--- src/rtl/imm_pack.sv ---
// imm_pack: packs a signed immediate into the I/S/B fields of an RV32I word, behind a 2-entry output FIFO.
// Optional feature macro: IMM_PACK_RANGE_CHECK_EN flags immediates that do not fit the selected format.
module imm_pack #(
    parameter int X_LEN = 32,
    parameter int CNT_W = 16
) (
    input  logic             clk_i,
    input  logic             rst_i,
    input  logic             valid_i,
    output logic             ready_o,
    input  logic [X_LEN-1:0] instr_i,
    input  logic [X_LEN-1:0] imm_i,
    input  logic [1:0]       IMM_SEL_i,
    output logic             valid_o,
    input  logic             ready_i,
    output logic [X_LEN-1:0] instr_o,
    output logic             err_o,
    output logic [CNT_W-1:0] enc_cnt_o
);
    logic [X_LEN-1:0] pk_instr;
    logic             pk_err;
    logic [X_LEN:0]   mem_q [2];
    logic [X_LEN:0]   mem_d [2];
    logic             rd_q, rd_d, wr_q, wr_d;
    logic [1:0]       cnt_q, cnt_d;
    logic [CNT_W-1:0] enc_q, enc_d;
    logic             push, pop;

`ifdef IMM_PACK_RANGE_CHECK_EN
    logic fits12, fits13, range_err;
    assign fits12    = (&imm_i[31:11]) | ~(|imm_i[31:11]);
    assign fits13    = (&imm_i[31:12]) | ~(|imm_i[31:12]);
    assign range_err = IMM_SEL_i[1] ? (!fits13 || imm_i[0]) : !fits12;
`else
    logic unused_imm_hi;
    assign unused_imm_hi = ^imm_i[31:13];
`endif

    // Scatter the immediate into the format-specific bit positions; reserved select passes through flagged
    always_comb begin
        pk_instr = instr_i;
        pk_err   = 1'b0;
        case (IMM_SEL_i)
            2'b00: pk_instr[31:20] = imm_i[11:0];
            2'b01: begin
                pk_instr[31:25] = imm_i[11:5];
                pk_instr[11:7]  = imm_i[4:0];
            end
            2'b10: begin
                pk_instr[31]    = imm_i[12];
                pk_instr[7]     = imm_i[11];
                pk_instr[30:25] = imm_i[10:5];
                pk_instr[11:8]  = imm_i[4:1];
            end
            default: pk_err = 1'b1;
        endcase
`ifdef IMM_PACK_RANGE_CHECK_EN
        if (IMM_SEL_i != 2'b11 && range_err) pk_err = 1'b1;
`endif
    end

    assign ready_o   = (cnt_q != 2'd2);
    assign valid_o   = (cnt_q != 2'd0);
    assign push      = valid_i && ready_o;
    assign pop       = valid_o && ready_i;
    assign enc_cnt_o = enc_q;
    // When empty the slot behind the read pointer still holds the last popped entry
    assign {err_o, instr_o} = valid_o ? mem_q[rd_q] : mem_q[~rd_q];

    // FIFO pointer, occupancy and handshake counter next-state
    always_comb begin
        mem_d[0] = mem_q[0];
        mem_d[1] = mem_q[1];
        wr_d     = push ? ~wr_q : wr_q;
        rd_d     = pop ? ~rd_q : rd_q;
        enc_d    = pop ? enc_q + 1'b1 : enc_q;
        cnt_d    = cnt_q + {1'b0, push} - {1'b0, pop};
        if (push) mem_d[wr_q] = {pk_err, pk_instr};
    end

    // State registers; reset discards any buffered entries
    always_ff @(posedge clk_i) begin
        if (rst_i) begin
            mem_q[0] <= '0;
            mem_q[1] <= '0;
            rd_q     <= 1'b0;
            wr_q     <= 1'b0;
            cnt_q    <= 2'd0;
            enc_q    <= '0;
        end else begin
            mem_q[0] <= mem_d[0];
            mem_q[1] <= mem_d[1];
            rd_q     <= rd_d;
            wr_q     <= wr_d;
            cnt_q    <= cnt_d;
            enc_q    <= enc_d;
        end
    end
endmodule

--- config.mk ---
export PLATFORM = sky130hd
export DESIGN_NAME = imm_pack
export DESIGN_NICKNAME = d
export VERILOG_FILES = /design/src/rtl/imm_pack.sv
export SDC_FILE = /design/constraint.sdc
export NUM_CORES = 1
export LEC_CHECK = 0
export ABC_AREA = 1
export CAP_MARGIN = 20
export CORE_MARGIN = 4
export CORE_UTILIZATION = 45
export CTS_CLUSTER_DIAMETER = 120
export DETAILED_ROUTE_END_ITERATION = 16
export GPL_ROUTABILITY_DRIVEN = 0
export PLACE_DENSITY_LB_ADDON = 0.3
export SLEW_MARGIN = 25
export SYNTH_ARGS = -nofsm -noshare
export SYNTH_HDL_FRONTEND = slang
export SYNTH_SLANG_ARGS = --single-unit
--- constraint.sdc ---
create_clock -name clk_i -period 2.9 [get_ports clk_i]
set_input_delay 0.435 -clock clk_i [delete_from_list [all_inputs] [get_ports clk_i]]
set_output_delay 0.435 -clock clk_i [all_outputs]
set_load 0.05 [all_outputs]
==> impl_results.md, run 1 <==
* Status: finished clean
* Largest area contributor in the netlist: dfxtp_1
* Post-CTS Repair Setup Buffers at 0
* Die width at 107 um
* Cells along the critical path: nor2_4, buf_4, o21ai_0, o22ai_1, buf_4
* Sequential fraction of the synthesis area at 39.6%
* Clk_lat worst skew at roughly 370 ps
* Via/cell ratio at 5.27
* Routed Antenna Nets at 0
* Most frequent CP cell: buf_4
* Synth Flop Type: dfxtp_1
* YS warnings at 0
* GR Util All Layers at 21.0%
* Fin crit period at 2540 ps
* Detailed Route WL at between 10 and 15 mm
* Initial antenna violation count at 0
* CTS tree: built
* Port Buffers at 101
* Slew Limit Fails at 0
* Placed Instance Area at 0.00541 sq mm
* Number of buffers on the longest clock path at 2
* Total clock sinks at between 80 and 90
* Drt first pass iters at 5
* Most common cell after layout, fill and taps aside: o21ai_0
* Crit path buf inv count at 2
* WP data required at 2470 ps
* N_diodes at 0
* Relative slew slack at a little under three fifths
* Crit start category: register
* Share of the synthesized area in the top cell type at 39.6%
* WHS at 466 ps
* Max-Cap Viols at 0
* Top cells by area, synth: dfxtp_1 40%, o21ai_0 14%, a21oi_1 13%
* Share of cells above drive strength 1 at around a tenth
* Worst Path Arrival at 2110 ps
* Setup crit end kind: primary output
* H-tree depth at 3
* Cts hold-fix bufs at 0
* Syn Nets at 730
* Final hold vios at 0
* CP Class: reg2out
* Endpoints failing setup at 0
* RSZ-0062 raised after global routing: false
* Remaining Overflow, GRT at 0
* Synthesized cell area at 0.00439 sq mm
* Vias in the first global route at roughly 4300
* Die Y at 107 um
* Worst slew pin tran at 655 ps
* Worst Hold Class: reg2reg
* Syn_area_per_cell at between 6 and 7 sq um
* Post-cts sizing count at 0
* Period utilisation layout at between 80% and 90%
* Leakage Power at between 0.002 and 0.0025 uW
* Final HPWL DP at 8.27 mm
* Slowest cell on crit path: nor2_4
* Most frequent cells in the layout: 119 x o21ai_0, 112 x a21oi_1, 109 x nand2_1
* Io pins at 121
* Die area at approximately 0.011 sq mm
* Number of synthesized flops with an enable pin at 0
* DR iter-0 viols at 248
* Peak VDD IR at 699 uV
* Clock-pin slew on the worst setup and hold paths at ~90 ps
* Post-Layout Inst Area at around 0.0056 sq mm
* CP max stage delay at 450 ps
* CP delay by family, top: buffers and inverters
* Largest net degree at the start of global routing at 34
* First-pass GRT wire length at 19.7 mm
* Fmax at just under 400 MHz
* TNS Setup at 0 ps
* Mapped Cells at 654
* Clk_skew at 11.5 ps
* Area grow syn2layout at 27.0%
* DRC at 0
* Share of flip-flops with an asynchronous set or reset at 0%
* #FFs+latches synth at 87
* Row Count at 35
* Worst-path maximum fanout at 22
* Via count at 4610
* Final nets at 817
* Core Region at 0.00937 sq mm
* Drt wl/cell at 13.8 um
* Initial Util at 46.9%
* TritonCTS Buffers at 9
* Unique masters post-synth at 26
* CTS root buf: clkbuf_8
* Pwr/cell area at 1100 mW/mm^2
[synth_stat cells (12+ instances only)]
cell type and n:
a21oi_1 112, nand3_1 17, nor2_1 57, nand2_1 109, o22ai_1 12, clkbuf_1 19
dfxtp_1 87, o21ai_0 119, inv_1 68
[path summary, 6_finish.rpt]
check                       startpoint  cells after the start                   endpoint  slack (ps)
min reg2reg  mem_q[0][20]$_SDFFE_PP0P_                      2  mem_q[0][20]$_SDFFE_PP0P_         470
max reg2reg        cnt_q[1]$_SDFF_PP0_                      9        cnt_q[1]$_SDFF_PP0_        1090
max                cnt_q[1]$_SDFF_PP0_                      5                instr_o[11]         360
min          mem_q[0][20]$_SDFFE_PP0P_                      2  mem_q[0][20]$_SDFFE_PP0P_         470
[flip-flops by register name (all words and copies together) (netlist names), named ones only]
name	flops
wr_q	1
cnt_q	2
rd_q	1
mem_q	66
enc_cnt_o	16
[report_power, final]
| group | switching, uW | internal (uW) | total, uW |
|---|---|---|---|
| Clock | 461 | 316 | 777 |
| Combinational | 2730 | 1120 | 3850 |
| Sequential | 151 | 1370 | 1530 |
[logic make-up after synthesis]
| logic type | share of synthesized area, % |
|---|---|
| XOR/XNOR | 0.199 |
| AO/OA/AOI/OAI | 29.4 |
| flip-flops | 39.6 |
| adder cells (fa/ha/maj) | 1.71 |
| AND/OR/NAND/NOR | 18.9 |
| buffers and inverters | 10.2 |
[tightest hold or removal path, delay by kind of cell, from the launching register on]
family,cells,cell delay [ps]
buf+inv,1,60
compound gates,1,50
flops,1,310
[metal layers]
| metal | part of all wire [%] | track usage [%] |
|---|---|---|
| met5 | 0 | 0 |
| met4 | 1.4 | 6.03 |
| met3 | 6.6 | 4.70 |
| met2 | 48 | 36.1 |
| met1 | 44 | 26.5 |
[through the flow]
stage | cells | util, % | worst slack [ps] | power (uW)
2_1_floorplan | 654 | - | 317 | 4280
3_3_place_gp | 859 | 57.7 | 552 | 5310
3_5_place_dp | 859 | 57.7 | 479 | 5400
4_1_cts | 875 | 59.5 | 383 | 6160
5_1_grt | 875 | 59.5 | 204 | 6520
6_report | 875 | 59.5 | 355 | 6150
[layout make-up]
cell class              instances  area [sq um]
repair buffers                113          1020
well taps                     129           161
fillers                       895          3790
clock inverters                 6          45.0
clock buffers                  10           128
multi-input cells             458          2220
inverters                      72           270
flip-flops and latches         87          1740
No activity file was read; power rests on OpenSTA's default activity.
==> run 2: changes to the inputs <==
--- a/config.mk
+++ b/config.mk
@@ -13,7 +13,7 @@
 export DETAILED_ROUTE_END_ITERATION = 16
 export GPL_ROUTABILITY_DRIVEN = 0
 export PLACE_DENSITY_LB_ADDON = 0.3
-export SLEW_MARGIN = 25
+export SETUP_SLACK_MARGIN = 0.5
 export SYNTH_ARGS = -nofsm -noshare
 export SYNTH_HDL_FRONTEND = slang
 export SYNTH_SLANG_ARGS = --single-unit
==> constraint.sdc (replaced) <==
create_clock -name clk_i -period 2.9 [get_ports clk_i]
set_input_delay 0.435 -clock clk_i [delete_from_list [all_inputs] [get_ports clk_i]]
set_output_delay 0.435 -clock clk_i [all_outputs]
set_load 0.01 [all_outputs]
==> run 2 against run 1 <==
  * Clock-buffer cell count stayed put
  * Via count increased by 1.6%
  * Critical path depth is 1 higher
  * Combinational power shrank 30%
  * Non-clock buffer count up 4
  * Hold slack improved by 3.5 ps
  * Clock skew is 1.4 ps lower
  * Total power decreased by 19%
  * Critical path type unchanged
  * Largest power group unchanged
==> impl_results.md, run 2 (synthesis results as in run 1) <==
* Initial Util at 46.9% (unchanged)
* Period utilisation layout at 85.2% (-2.6 points)
* Pwr/cell area at 868 mW/mm^2 (-21%)
* Number of buffers on the longest clock path at 2 (unchanged)
* Port Buffers at 101 (unchanged)
* Initial antenna violation count at 0 (unchanged)
* DR iter-0 viols at 333 (+34%)
* Worst slew pin tran at 655 ps (+0.275 ps)
* Worst Path Arrival at 2040 ps (-70 ps)
* Vias in the first global route at 4482 (+4.9%)
* Worst R2R Path Depth at 7 (-2)
* TritonCTS Buffers at 9 (unchanged)
* Fin crit period at 2470 ps (-74.2 ps)
* WHS at 469 ps (+3.53 ps)
* DRC at 0 (unchanged)
* Most common cell after layout, fill and taps aside: o21ai_0
* CP max stage delay at 580 ps (+130 ps)
* First-pass GRT wire length at 20.3 mm (+3.0%)
* Clock-pin slew on the worst setup and hold paths at 90 ps (about the same)
* Via count at 4686 (+1.6%)
* Remaining Overflow, GRT at 0 (unchanged)
* H-tree depth at 3 (unchanged)
* Setup crit end kind: primary output
* Die Y at 107 um (unchanged)
* Most flop-heavy register: mem_q
* Most frequent CP cell: buf_4
* CTS tree: built
* Largest net degree at the start of global routing at 41 (+21%)
* Final hold vios at 0 (unchanged)
* CP Class: reg2out
* Row Count at 35 (unchanged)
* Core Region at 0.00937 sq mm (unchanged)
* Reg-to-reg critical path startpoint: cnt_q[0]$_SDFF_PP0_
* Flop2flop setup slack at 1150 ps (+60 ps)
* Worst hold start: mem_q[0][22]$_SDFFE_PP0P_
* Io pins at 121 (unchanged)
* Final HPWL DP at 8.62 mm (+4.2%)
* Relative slew slack at 56.3% (about the same)
* Detailed Route WL at 12.6 mm (+4.0%)
* Worst Hold Class: reg2reg
* Die area at 0.0114 sq mm (unchanged)
* Crit path launch: rd_q$_SDFFE_PP0P_
* Peak VDD IR at 484 uV (-31%)
* TNS Setup at 0 ps (unchanged)
* Routed Antenna Nets at 0 (unchanged)
* GR Util All Layers at 21.6% (+0.58 points)
* RSZ-0062 raised after global routing: true
* Drt wl/cell at 14.3 um (+3.7%)
* Final nets at 821 (+0.49%)
* Max reg flops at 66 (unchanged)
* CTS root buf: clkbuf_8
* Via/cell ratio at 5.34 (+1.4%)
* Worst-path maximum fanout at 19 (-14%)
* Most frequent cells in the layout: 117 x o21ai_0, 111 x a21oi_1, 109 x nand2_1
* Fmax at 405 MHz (+3.0%)
* Fill cells at 884 (-1.2%)
* Clk_skew at 10.1 ps (-1.36 ps)
* Total clock sinks at 87 (unchanged)
* Clk_lat worst skew at 350 ps (-20 ps)
* Cells along the critical path: buf_4, inv_1, buf_4, nor2_1, o22ai_1, clkdlybuf4s50_1
* Status: finished clean
* N_diodes at 0 (unchanged)
* WP data required at 2470 ps (about the same)
* Die width at 107 um (unchanged)
* Crit start category: register
* Slew Limit Fails at 0 (unchanged)
* Final core utilization at 60.9% (+1.4 points)
* Drt first pass iters at 5 (unchanged)
* Max-Cap Viols at 0 (unchanged)
* Hold Crit Depth at 2 (unchanged)
* Area grow syn2layout at 30.0%
* Share of cells above drive strength 1 at 6.02% (-3.8 points)
* Leakage Power at 0.00245 uW (+7.1%)
* Slowest cell on crit path: clkdlybuf4s50_1
* Endpoints failing setup at 0 (unchanged)
-- run 2: cell count changes in the layout (fill, tap and decap cells not counted), sizes merged --
cell / before / now
buf: 45 / 16
inv: 73 / 71
dlygate4sd2: 0 / 18
clkinv: 2 / 3
clkinvlp: 3 / 2
dlymetal6s2s: 0 / 9
clkdlybuf4s50: 68 / 74
-- run 2: timing repair --
| action | CTS | global route |
|---|---|---|
| setup endpoints to repair | 33 | 16 |
| hold buffers | 0 | 0 |
| resized for setup | 23 | 14 |
| pin swaps | 1 | 0 |
| gates cloned | 0 | 0 |
| buffers inserted | 2 | 0 |
-- run 2: worst max-delay path, delay by kind of cell (launching register included) --
kind                   cells  cell delay, ps
buffers and inverters      4            1110
AOI/OAI and AO/OA          1             210
and+or+nand+nor            1              60
DFF                        1             300
-- run 2: path summary, 6_finish.rpt --
| path | to |
|---|---|
| hold / removal | mem_q[0][22]$_SDFFE_PP0P_ |
| setup reg to reg | mem_q[0][6]$_SDFFE_PP0P_ |
| setup / recovery | instr_o[11] |
| hold reg to reg | mem_q[0][22]$_SDFFE_PP0P_ |
-- run 2: metal layers --
| metal | GRT usage, % | share of wire [%] | vias to the layer above | wire length, um |
|---|---|---|---|---|
| li1 | - | - | 2351 | - |
| met1 | 27.2 | 42 | 2161 | 5290 |
| met2 | 37.3 | 50 | 157 | 6250 |
| met3 | 3.85 | 6.8 | 17 | 851 |
| met4 | 7.12 | 1.4 | 0 | 171 |
| met5 | 0 | 0 | - | 0 |
-- run 2: area by class of cell --
type	count	area (sq um)	area share, %
repair buffers	117	1160	20.2
multi-input cells	458	2220	38.9
clock buffers	10	128	2.23
inverters	72	270	4.73
flip-flops and latches	87	1750	30.6
clock inverters	4	25.0	0.438
well taps	129	161	2.83
-- run 2: power breakdown --
group	total [uW]	switching, uW	internal [uW]
Sequential	1530	149	1380
Combinational	2710	1540	1180
Clock	717	418	299
Total	4960	2100	2850
-- run 2: through the flow --
step	cell area [sq um]	setup WS [ps]	cells	total power, uW
final	5710	429	877	4960
after global placement	5510	540	861	4250
after detailed placement	5510	450	861	4340
after CTS	5680	353	877	4990
after floorplan	4390	1280	654	3070
after global routing	5710	325	877	5340
